==> config.mk <==
export PLATFORM = sky130hd
export DESIGN_NAME = divide_seq_ctrl
export DESIGN_NICKNAME = d
export VERILOG_FILES = /design/src/rtl/div_pkg.sv /design/src/rtl/divide_seq_ctrl.sv
export SDC_FILE = /design/constraint.sdc
export NUM_CORES = 1
export LEC_CHECK = 0
export BUFFER_PORTS_ARGS = -buffer_cell sky130_fd_sc_hd__buf_4
export CELL_PAD_IN_SITES_DETAIL_PLACEMENT = 1
export CELL_PAD_IN_SITES_GLOBAL_PLACEMENT = 1
export CORE_MARGIN = 1
export CORE_UTILIZATION = 39
export CTS_CLUSTER_SIZE = 10
export DETAILED_ROUTE_END_ITERATION = 8
export MAX_ROUTING_LAYER = met4
export PLACE_DENSITY = 0.88
export SYNTH_ARGS = -nofsm -noshare
export SYNTH_HDL_FRONTEND = slang
export SYNTH_SLANG_ARGS = --single-unit
export TNS_END_PERCENT = 20
==> constraint.sdc <==
create_clock -name clk -period 3.5 [get_ports clk]
set_clock_uncertainty 0.1 [all_clocks]
set_input_delay 0.7 -clock clk [delete_from_list [all_inputs] [get_ports clk]]
set_output_delay 0.7 -clock clk [all_outputs]
set_load 0.03 [all_outputs]
==> src/rtl/div_pkg.sv <==
// Shared types and constants for the sequential signed divide controller.
package div_pkg;

  typedef enum logic [2:0] {
    S_IDLE,
    S_ISSUE,
    S_WAIT,
    S_FIX,
    S_DONE
  } state_t;

  localparam int unsigned STAGE_LAT = 4;
  localparam int unsigned NPASS     = 32;
  localparam int unsigned DW        = 32;
  localparam int unsigned CW        = 5;
  localparam int unsigned PW        = 6;

  localparam logic [DW-1:0] INT_MIN = 32'h8000_0000;
  localparam logic [DW-1:0] INT_MAX = 32'h7FFF_FFFF;

  // Unsigned magnitude of a two's-complement value; INT_MIN maps to itself.
  function automatic logic [DW-1:0] abs_mag(input logic [DW-1:0] x);
    return x[DW-1] ? DW'((~x) + DW'(1)) : x;
  endfunction

  // Conditional two's-complement negate with 32-bit wrap.
  function automatic logic [DW-1:0] neg_if(input logic s, input logic [DW-1:0] x);
    return s ? DW'((~x) + DW'(1)) : x;
  endfunction

endpackage

==> src/rtl/divide_seq_ctrl.sv <==
// Sequencer for a signed 32-bit divide built from an external one-bit step.
module divide_seq_ctrl #(
  parameter int unsigned STAGE_LAT = div_pkg::STAGE_LAT,
  parameter int unsigned NPASS     = div_pkg::NPASS
) (
  input  logic        clk,
  input  logic        rst_n,
  input  logic        in_valid,
  output logic        in_ready,
  input  logic [31:0] dividend,
  input  logic [31:0] divisor,
  output logic        out_valid,
  input  logic        out_ready,
  output logic [31:0] quotient,
  output logic [31:0] remainder,
  output logic        div_by_zero,
  output logic [31:0] st_A,
  output logic [31:0] st_B,
  output logic [31:0] st_R,
  output logic [31:0] st_Q,
  output logic [4:0]  st_count,
  output logic        st_v,
  input  logic [31:0] st_A_next,
  input  logic [31:0] st_B_next,
  input  logic [31:0] st_R_next,
  input  logic [31:0] st_Q_next,
  input  logic [4:0]  st_count_in,
  input  logic        st_vout,
  output logic        stage_err
);

  import div_pkg::*;

  localparam int unsigned LAT_W = (STAGE_LAT > 1) ? $clog2(STAGE_LAT) : 1;

  // Termination is driven by the internal pass counter; the returned index is not needed.
  logic unused_count_in;
  assign unused_count_in = ^st_count_in;

  state_t          state, state_nxt;
  logic [LAT_W-1:0] lat_cnt, lat_nxt;
  logic [PW-1:0]   pass_cnt, pass_nxt, pass_inc;
  logic [DW-1:0]   r_q, r_nxt, q_q, q_nxt;
  logic            sign_q, sign_q_nxt, sign_r, sign_r_nxt, dz_q, dz_nxt;

  logic            in_ready_nxt, out_valid_nxt, div_by_zero_nxt, st_v_nxt, stage_err_nxt;
  logic [DW-1:0]   quotient_nxt, remainder_nxt;
  logic [DW-1:0]   st_A_nxt, st_B_nxt, st_R_nxt, st_Q_nxt;
  logic [CW-1:0]   st_count_nxt;

  // Next-state and next-output decode.
  always_comb begin
    state_nxt       = state;
    lat_nxt         = lat_cnt;
    pass_nxt        = pass_cnt;
    pass_inc        = PW'(pass_cnt + PW'(1));
    r_nxt           = r_q;
    q_nxt           = q_q;
    sign_q_nxt      = sign_q;
    sign_r_nxt      = sign_r;
    dz_nxt          = dz_q;
    in_ready_nxt    = in_ready;
    out_valid_nxt   = out_valid;
    quotient_nxt    = quotient;
    remainder_nxt   = remainder;
    div_by_zero_nxt = div_by_zero;
    st_A_nxt        = st_A;
    st_B_nxt        = st_B;
    st_R_nxt        = st_R;
    st_Q_nxt        = st_Q;
    st_count_nxt    = st_count;
    st_v_nxt        = 1'b0;
    stage_err_nxt   = stage_err;

    case (state)
      S_IDLE: begin
        if (in_valid && in_ready) begin
          in_ready_nxt = 1'b0;
          sign_q_nxt   = dividend[DW-1] ^ divisor[DW-1];
          sign_r_nxt   = dividend[DW-1];
          dz_nxt       = 1'b0;
          if (divisor == '0) begin
            // Saturated quotient, remainder passes through; FIX applies no sign.
            state_nxt  = S_FIX;
            q_nxt      = dividend[DW-1] ? INT_MIN : INT_MAX;
            r_nxt      = dividend;
            sign_q_nxt = 1'b0;
            sign_r_nxt = 1'b0;
            dz_nxt     = 1'b1;
          end else if (divisor == INT_MIN) begin
            // Only INT_MIN itself reaches a magnitude of 2^31.
            state_nxt  = S_FIX;
            q_nxt      = (dividend == INT_MIN) ? DW'(1) : '0;
            r_nxt      = (dividend == INT_MIN) ? '0 : dividend;
            sign_q_nxt = 1'b0;
            sign_r_nxt = 1'b0;
          end else begin
            state_nxt    = S_ISSUE;
            pass_nxt     = '0;
            st_A_nxt     = abs_mag(dividend);
            st_B_nxt     = abs_mag(divisor);
            st_R_nxt     = '0;
            st_Q_nxt     = '0;
            st_count_nxt = '0;
            st_v_nxt     = 1'b1;
          end
        end
      end

      S_ISSUE: begin
        state_nxt = S_WAIT;
        lat_nxt   = '0;
      end

      S_WAIT: begin
        if (lat_cnt == LAT_W'(STAGE_LAT - 1)) begin
          r_nxt    = st_R_next;
          q_nxt    = st_Q_next;
          pass_nxt = pass_inc;
          if (!st_vout) begin
            stage_err_nxt = 1'b1;
          end
          if (pass_inc == PW'(NPASS)) begin
            state_nxt = S_FIX;
          end else begin
            state_nxt    = S_ISSUE;
            st_A_nxt     = st_A_next;
            st_B_nxt     = st_B_next;
            st_R_nxt     = st_R_next;
            st_Q_nxt     = st_Q_next;
            st_count_nxt = CW'(pass_inc);
            st_v_nxt     = 1'b1;
          end
        end else begin
          lat_nxt = LAT_W'(lat_cnt + LAT_W'(1));
        end
      end

      S_FIX: begin
        state_nxt       = S_DONE;
        quotient_nxt    = neg_if(sign_q, q_q);
        remainder_nxt   = neg_if(sign_r, r_q);
        div_by_zero_nxt = dz_q;
        out_valid_nxt   = 1'b1;
      end

      S_DONE: begin
        if (out_ready) begin
          state_nxt     = S_IDLE;
          out_valid_nxt = 1'b0;
          in_ready_nxt  = 1'b1;
        end
      end

      default: begin
        state_nxt     = S_IDLE;
        out_valid_nxt = 1'b0;
        in_ready_nxt  = 1'b1;
      end
    endcase
  end

  // State, working and output registers.
  always_ff @(posedge clk or negedge rst_n) begin
    if (!rst_n) begin
      state       <= S_IDLE;
      lat_cnt     <= '0;
      pass_cnt    <= '0;
      r_q         <= '0;
      q_q         <= '0;
      sign_q      <= 1'b0;
      sign_r      <= 1'b0;
      dz_q        <= 1'b0;
      in_ready    <= 1'b1;
      out_valid   <= 1'b0;
      quotient    <= '0;
      remainder   <= '0;
      div_by_zero <= 1'b0;
      st_A        <= '0;
      st_B        <= '0;
      st_R        <= '0;
      st_Q        <= '0;
      st_count    <= '0;
      st_v        <= 1'b0;
      stage_err   <= 1'b0;
    end else begin
      state       <= state_nxt;
      lat_cnt     <= lat_nxt;
      pass_cnt    <= pass_nxt;
      r_q         <= r_nxt;
      q_q         <= q_nxt;
      sign_q      <= sign_q_nxt;
      sign_r      <= sign_r_nxt;
      dz_q        <= dz_nxt;
      in_ready    <= in_ready_nxt;
      out_valid   <= out_valid_nxt;
      quotient    <= quotient_nxt;
      remainder   <= remainder_nxt;
      div_by_zero <= div_by_zero_nxt;
      st_A        <= st_A_nxt;
      st_B        <= st_B_nxt;
      st_R        <= st_R_nxt;
      st_Q        <= st_Q_nxt;
      st_count    <= st_count_nxt;
      st_v        <= st_v_nxt;
      stage_err   <= stage_err_nxt;
    end
  end

endmodule

After elaboration in Yosys (flattened, before gate mapping)

Cells that the tools add are included.

Latch bits: 0
Output and inout port bits: 202
Flip-flop bits (word level): 280
Input bits: 202
Memories kept: 0
Bits in read-only memories: 0
Word-level logic and storage cells: 140
Bits in writable memories: 0

Reduce and logical (&&, ||, !) cells: 16
Muxes and demuxes: 74
Multipliers: 0
$add $sub $neg: 6
$lt $le $gt $ge: 0
Bitwise gates (word level): 8
Eq/ne operators: 16
Div/mod/pow operators: 0
Shift operators: 0

Operators with widths:

| operator                                       | number |
|---|---|
| two-way mux 32 bit                             | 31 |
| case mux 32 bit (2 select lines)               | 6 |
| adder 32 x 1 -> 32 bit (second input constant) | 4 |
| NOT 32 bit                                     | 4 |
| == test 32 bit (second input constant)         | 2 |
| logical NOT 32 bit                             | 1 |
| two-way mux 5 bit                              | 5 |
| two-way mux 6 bit                              | 4 |
| case mux 3 bit (5 select lines)                | 1 |
| two-way mux 1 bit                              | 14 |
| inequality test 2 bit (second input constant)  | 7 |
| case mux 6 bit (2 select lines)                | 1 |
| case mux 5 bit (2 select lines)                | 1 |
| two-way mux 3 bit                              | 3 |
| AND reduction 3 bit                            | 3 |
| two-way mux 2 bit                              | 4 |
| adder 6 x 1 -> 6 bit (second input constant)   | 1 |
| == test 3 x 2 -> 1 bit (second input constant) | 2 |
| == test 6 bit (second input constant)          | 1 |
| case mux 1 bit (3 select lines)                | 2 |
| AND reduction 2 bit                            | 3 |
| AND reduction 6 bit                            | 1 |
| OR reduction 3 bit                             | 2 |
| AND reduction 5 bit                            | 1 |
| 13 further kinds                               | 16 |

Longest topological paths before layout

Gate-level depths: netlist of run 1.

Word-level depth: 7
Mapped depth: 11
Gate-level depth less buffers: 9

Worst setup path after synthesis of run 1

No wires, ideal clock.

Path type: input to register
Start point: in divisor[24]
End point: reg q_q[10]
Cell stages on the path: 7
Arrival: 2.919 ns
Library setup time: 0.082 ns
Data required time: 3.318 ns
Slack: 0.399 ns
Path buffers: 2
Cell sequence: or4_4 > or4_4 > or4_4 > or4_1 > buf_2 > buf_6 > a31oi_1

Word-level cells in the longest chain between the ends: 4
Elaborated cells between the ends (all ways): 7
Classes of those cells: 2 x eq/ne; 3 x mux; 2 x reduce/logical

RTL lines:

| element                          | line                   | source |
|---|---|---|
| from (decl)                      | divide_seq_ctrl.sv:11  | `input logic [31:0] divisor,` |
| logical NOT 32 bit               | divide_seq_ctrl.sv:82  | `if (divisor == '0) begin` |
| two-way mux 32 bit               | divide_seq_ctrl.sv:82  |  |
| two-way mux 32 bit               | divide_seq_ctrl.sv:77  | `if (in_valid && in_ready) begin` |
| case mux 32 bit (2 select lines) | divide_seq_ctrl.sv:75  | `case (state)` |
| to (signal assigned)             | divide_seq_ctrl.sv:191 | `q_q <= q_nxt;` |
| to (decl)                        | divide_seq_ctrl.sv:43  | `logic [DW-1:0] r_q, r_nxt, q_q, q_nxt;` |

Parallel ways exist; a longest one is shown, timed or not. The select of a mux whose other input is x is not followed.
A chain may end at the register's enable or synchronous reset.

Final worst setup path of run 1

Start point: in divisor[0]
End point: reg st_B[21]

Word-level cells in the longest chain between the ends: 7
Elaborated cells between the ends (all ways): 12
Classes of those cells: 1 x add/sub; 3 x eq/ne; 5 x mux; 1 x bitwise; 2 x reduce/logical

RTL lines:

| element                          | line                   | source |
|---|---|---|
| NOT 32 bit                       | div_pkg.sv:23          | `return x[DW-1] ? DW'((~x) + DW'(1)) : x;` |
| adder 32 x 1 -> 32 bit           | div_pkg.sv:23          |  |
| two-way mux 32 bit               | div_pkg.sv:23          |  |
| two-way mux 32 bit               | divide_seq_ctrl.sv:90  | `end else if (divisor == INT_MIN) begin` |
| two-way mux 32 bit               | divide_seq_ctrl.sv:82  |  |
| two-way mux 32 bit               | divide_seq_ctrl.sv:77  |  |
| case mux 32 bit (2 select lines) | divide_seq_ctrl.sv:75  |  |
| to (signal assigned)             | divide_seq_ctrl.sv:201 | `st_B <= st_B_nxt;` |
| to (decl)                        | divide_seq_ctrl.sv:18  | `output logic [31:0] st_B,` |

Parallel ways exist; a longest one is shown, timed or not. The select of a mux whose other input is x is not followed.

==> impl_metrics.json, run 1 <==
{
  "status": "finished clean",
  "numCtsBuffers": 35,
  "crit_path_start": "divisor[0]",
  "grt_max_degree": 106,
  "slowest_delay_ns": 0.70,
  "post_drt_wl_per_cell_um": 21.5,
  "grtUsageTotal_pct": 29.0,
  "max-slew-margin-rel_pct": 29.4,
  "crit_slowest_cell": "or4_4",
  "grt_pass1_wl_um": 79400,
  "synthFlopType": "dfrtp_1",
  "fp-row-count": 68,
  "cts_resized": 0,
  "crit_arrival_ns": 3.39,
  "yosys.area_share.simple_pct": 18.3,
  "die_w_um": 191,
  "routed_wl_um": 51400,
  "clkTransAtPathRegs_ns": 0.06,
  "numPortBuffers": 398,
  "power_density_nw_per_um2": 929,
  "synth_top_area_share_pct": 50.2,
  "multi_input_area_sq_um": 6390,
  "min_path_type": "in -> async",
  "synth_area_sq_um": 13900,
  "yosysUniqueCellTypes": 52,
  "antenna_found_initial": 3,
  "cpMostUsedCell": "buf_4",
  "nNetsFinal": 2133,
  "synth_top_family_by_area": "simple AND/OR/NAND/NOR gates",
  "cts_setup_buffers": 0,
  "yosysWarnings": 0,
  "start_util_pct": 40.0,
  "max-vdd-ir-drop_mv": 0.526,
  "comb_power_share_pct": 46.5,
  "via_per_inst": 5.55,
  "synth_xor_area_share_pct": 7.55,
  "rsz0062_at_grt": "no",
  "synth.area.top_cells": "dfrtp_1, nand2_1, o21ai_0",
  "finalSetupViolCount": 0,
  "switching_share_pct": 45.3,
  "dp_hpwl_um": 38200,
  "path_cells": "buf_4, inv_1, ha_1, nor3b_1, nand3_1, or4_4, a21oi_4, inv_2, buf_4, nor2_1, a211oi_1",
  "p_clk_share_pct": 19.5,
  "crit_required_ns": 3.75,
  "ctsHoldBuffers": 0,
  "seqPwrFrac_pct": 34.1,
  "io_pins": 404,
  "drtIter0Drc": 592,
  "coreArea_sq_um": 34800,
  "via_count": 13300,
  "final-max-slew-violation-count": 0,
  "synthArstFlopShare_pct": 100,
  "cts_root_buffer": "clkbuf_16",
  "drc": 0,
  "muxShareOfSynthArea_pct": 1.89,
  "p_leak_nw": 8.63,
  "syn_to_final_growth_pct": 33.6,
  "p_total_mw": 17.3,
  "rr_worst_depth": 8,
  "worstSetupStartpointType": "input pin",
  "cts_tree": "done",
  "synth_top_cells_by_count": "nand2_1, dfrtp_1, o21ai_0",
  "firstDrtPassIters": 5,
  "drive_gt1_share_pct": 26.4,
  "syn_avg_cell_area_sq_um": 9.03,
  "clk_latency_ns": 0.52,
  "crit_path_end": "st_B[21]",
  "synth_compound_area_share_pct": 17.4,
  "yosysSeqAreaShare_pct": 50.3,
  "dieArea_sq_um": 36500,
  "tightest_slew_ns": 1.06,
  "p_int_mw": 9.44,
  "clk_path_buf_depth": 3,
  "regArea_sq_um": 7010,
  "final.min_clock_period_ns": 3.14,
  "ys_seq_elements": 280,
  "grt_pass1_vias": 14100,
  "drv_cap": 0,
  "grt_overflow_total": 0,
  "power.net_switching_mw": 7.82,
  "r2r_setup_slack_ns": 0.49,
  "r2r-start": "q_q[0]",
  "synth_edf_count": 0,
  "synth_most_common_cell": "nand2_1",
  "synthCells": 1542,
  "die_h_um": 191,
  "final_util_pct": 53.4,
  "worstSetupEndpointType": "flip-flop",
  "max_freq_ghz": 0.318,
  "cp_max_fo": 16,
  "crit_type": "in -> reg",
  "fillers": 4032,
  "antenna_left": 0,
  "min_period_over_period_pct": 89.8,
  "synth_nets": 1750,
  "rr_endpoint": "quotient[28]",
  "yosys.area.top_type": "dfrtp_1",
  "cts.sinks": 280,
  "hold_viol": 0,
  "htree_levels": 2,
  "place.gp.congestion": 0.919,
  "synthAdderAreaFrac_pct": 0.539
}
## cells in the final DEF, fill, tap and decap left out, types with 15 or more instances in the layout
| cell | instances |
|---|---|
| a21oi_1 | 20 |
| a31oi_1 | 65 |
| buf_4 | 433 |
| clkbuf_16 | 35 |
| dfrtp_1 | 279 |
| mux2i_1 | 24 |
| nand2_1 | 321 |
| nand3_1 | 20 |
| nor2_1 | 122 |
| nor3_1 | 28 |
| nor4_1 | 17 |
| o21ai_0 | 181 |
| o21ai_1 | 49 |
| o31ai_1 | 39 |
| o41ai_1 | 21 |
| or3_1 | 16 |
| or4_1 | 15 |
| xnor2_1 | 44 |
| xor2_1 | 76 |
## registers in the layout, summed over array words and instances, names as in the netlist, 6 cells and up
register,cells
pass_cnt,6
r_q,32
st_B,32
st_R,32
q_q,32
st_A,32
quotient,32
remainder,32
st_Q,32
## layout make-up
cell class	count	share of cell area, %
clock buffers	44	5.11
well taps	455	3.06
inverters	14	0.283
repair buffers	448	19.1
multi-input cells	1146	34.4
flip-flops and latches	280	37.7
clock inverters	4	0.377
diodes	3	0.0404
## critical path: cells and delay by family
| kind | cells | cell delay (ns) |
|---|---|---|
| AND/OR/NAND/NOR | 4 | 1.57 |
| adder cells (fa/ha/maj) | 1 | 0.19 |
| buffers and inverters | 4 | 0.64 |
| AO/OA/AOI/OAI | 2 | 0.29 |
## worst min-delay path by stage
stage,startpoint,to,cells after the start
2_1_floorplan,rst_n,div_by_zero,0
3_3_place_gp,stage_err,stage_err,1
3_5_place_dp,st_A[14],st_A[14],1
4_1_cts,rst_n,st_R[19],1
5_1_grt,rst_n,st_A[23],1
6_report,rst_n,st_A[23],1
## metal layers
metal	track usage, %	share of wire, %
met3	5.73	6.1
met2	47.9	49
met4	11.2	3.8
met1	34.9	41
met5	-	0
## metrics by stage
step                      hold WS (ns)  cells  instance area [sq um]  setup slack (ns)  TNS, ns
after global placement           0.361   2343                  17600            0.0349        0
after CTS                       0.0387   2391                  18600             0.408        0
after floorplan                  0.304   1542                  13900             0.399        0
after detailed placement         0.367   2343                  17600            -0.127    -4.62
final                          0.00972   2394                  18600             0.355        0
after global routing            0.0498   2394                  18600             0.223        0
## power by group through the flow
| stage | registers [mW] | logic [mW] | clock network [mW] |
|---|---|---|---|
| after floorplan | 7.14 | 3.39 | 0 |
| after CTS | 5.86 | 8.08 | 3.43 |
| after detailed placement | 5.88 | 7.99 | 0 |
| final | 5.88 | 8.02 | 3.36 |
| after global routing | 6.05 | 8.66 | 3.55 |
| after global placement | 5.76 | 7.66 | 0 |
## cells by family after synthesis
group | Yosys count
adder cells (fa/ha/maj) | 6
XOR/XNOR | 120
AO/OA/AOI/OAI | 412
buffers and inverters | 116
AND/OR/NAND/NOR | 582
flip-flops | 280
multiplexers | 26
Power figures use the tool's default switching activity.
==> run 2: changes to the inputs <==
--- a/config.mk
+++ b/config.mk
@@ -10,6 +10,7 @@
 export CELL_PAD_IN_SITES_GLOBAL_PLACEMENT = 1
 export CORE_MARGIN = 1
 export CORE_UTILIZATION = 39
+export CTS_BUF_LIST = sky130_fd_sc_hd__clkbuf_16
 export CTS_CLUSTER_SIZE = 10
 export DETAILED_ROUTE_END_ITERATION = 8
 export MAX_ROUTING_LAYER = met4
==> run 2 against run 1 <==
  * Utilization shrank 0.12 points
  * Worst setup slack improved by 0.012 ns
  * Register-to-register slack hardly changed
  * Total power decreased by 0.57%
  * Via count about the same
  * Cell count unchanged
  * Global-route usage is essentially flat
  * Wire length hardly changed
  * Critical endpoint unchanged
  * Highest routed layer unchanged
==> impl_metrics.json, run 2 (synthesis gave the netlist of run 1 again) <==
{
  "place.gp.congestion": 0.919,
  "path_cells": "buf_4, inv_1, ha_1, nor3b_1, nand3_1, or4_4, a21oi_4, inv_2, buf_4, nor2_1, a211oi_1",
  "via_per_inst": 5.54,
  "final.setup.worst_slack_ns": 0.367,
  "io_pins": 404,
  "ctsHoldBuffers": 0,
  "rr_endpoint": "quotient[28]",
  "nNetsFinal": 2133,
  "timing.hold.ws_ns": 0.0156,
  "p_int_mw": 9.34,
  "seqPwrFrac_pct": 34.2,
  "fin_cells": 2394,
  "cts_tree": "done",
  "antenna_left": 0,
  "routed_wl_um": 51400,
  "final_util_pct": 53.3,
  "crit_arrival_ns": 3.38,
  "die_h_um": 191,
  "cts_resized": 0,
  "fillers": 4037,
  "die_w_um": 191,
  "multi_input_area_sq_um": 6390,
  "min_period_over_period_pct": 89.5,
  "htree_levels": 2,
  "clkTransAtPathRegs_ns": 0.06,
  "clk_latency_ns": 0.52,
  "slowest_delay_ns": 0.69,
  "finalSetupViolCount": 0,
  "pre_cts_slack_ns": -0.127,
  "crit_slowest_cell": "or4_4",
  "max-vdd-ir-drop_mv": 0.525,
  "design_area_sq_um": 18600,
  "layout_commonest_cell": "buf_4",
  "cp_max_fo": 16,
  "worstSetupEndpointType": "flip-flop",
  "cts.sinks": 280,
  "p_clk_share_pct": 19.0,
  "numPortBuffers": 398,
  "clk_path_buf_depth": 3,
  "final-max-slew-violation-count": 0,
  "regArea_sq_um": 7010,
  "grt_overflow_total": 0,
  "layout_common_cells": "buf_4, nand2_1, dfrtp_1",
  "crit_type": "in -> reg",
  "grtUsageTotal_pct": 29.1,
  "max-slew-margin-rel_pct": 29.8,
  "p_total_mw": 17.2,
  "syn_to_final_growth_pct": 33.3,
  "min_path_type": "in -> async",
  "dp_hpwl_um": 38200,
  "cts_setup_buffers": 0,
  "cpMostUsedCell": "buf_4",
  "fp-row-count": 68,
  "antenna_found_initial": 3,
  "post_drt_wl_per_cell_um": 21.5,
  "comb_power_share_pct": 46.8,
  "grt_max_degree": 106,
  "firstDrtPassIters": 4,
  "rr_worst_depth": 8,
  "r2r_setup_slack_ns": 0.49,
  "cts_root_buffer": "clkbuf_16",
  "crit_required_ns": 3.75,
  "drv_cap": 0,
  "crit_path_end": "st_B[21]",
  "coreArea_sq_um": 34800,
  "status": "finished clean",
  "place_area_sq_um": 17600,
  "numCtsBuffers": 35,
  "rsz0062_at_grt": "no",
  "tns_ns": 0,
  "drc": 0,
  "via_count": 13300,
  "drive_gt1_share_pct": 26.2,
  "crit_path_start": "divisor[0]",
  "max_freq_ghz": 0.319,
  "worstSetupStartpointType": "input pin",
  "r2r-start": "q_q[0]",
  "grt_pass1_wl_um": 79500,
  "p_leak_nw": 8.63,
  "dp_cells": 2343,
  "hold_viol": 0,
  "switching_share_pct": 45.6,
  "tightest_slew_ns": 1.05,
  "drtIter0Drc": 612,
  "power_density_nw_per_um2": 925,
  "power.net_switching_mw": 7.82,
  "final.min_clock_period_ns": 3.13,
  "dieArea_sq_um": 36500,
  "start_util_pct": 40.0,
  "grt_pass1_vias": 14200
}
==> run 2: final cells by class <==
| class | count | area share [%] |
|---|---|---|
| Antenna cell | 3 | 0.0405 |
| Clock buffer | 35 | 4.72 |
| Clock inverter | 13 | 0.560 |
| Inverter | 14 | 0.283 |
| Multi-Input combinational cell | 1146 | 34.4 |
| Sequential cell | 280 | 37.8 |
| Tap cell | 455 | 3.07 |
| Timing Repair Buffer | 448 | 19.1 |
==> run 2: worst min-delay path by stage <==
stage	startpoint	endpoint	slack, ns
2_1_floorplan	rst_n	div_by_zero	0.30
3_3_place_gp	stage_err	stage_err	0.36
3_5_place_dp	st_A[14]	st_A[14]	0.37
4_1_cts	rst_n	st_R[19]	0.04
5_1_grt	rst_n	st_A[23]	0.05
6_report	rst_n	st_A[23]	0.02
==> run 2: power by group through the flow <==
stage               sequential (mW)  clock (mW)  combinational (mW)
CTS                            5.86        3.32                8.08
finish                         5.88        3.26                8.03
global placement               5.76           0                7.66
global route                   6.05        3.44                8.67
detailed placement             5.88           0                7.99
floorplan                      7.14           0                3.39
==> run 2: routing by layer <==
metal	GRT usage, %	vias up	part of all wire (%)
li1	-	6148	-
met2	48.1	421	49
met3	5.67	101	6.0
met4	11.1	0	3.7
met1	34.8	6599	41
met5	-	-	0
==> run 2: critical path: cells and delay by family <==
kind,cells,cell delay [ns]
compound gates,2,0.29
fa+ha+maj,1,0.19
buf+inv,4,0.62
simple gates,4,1.56
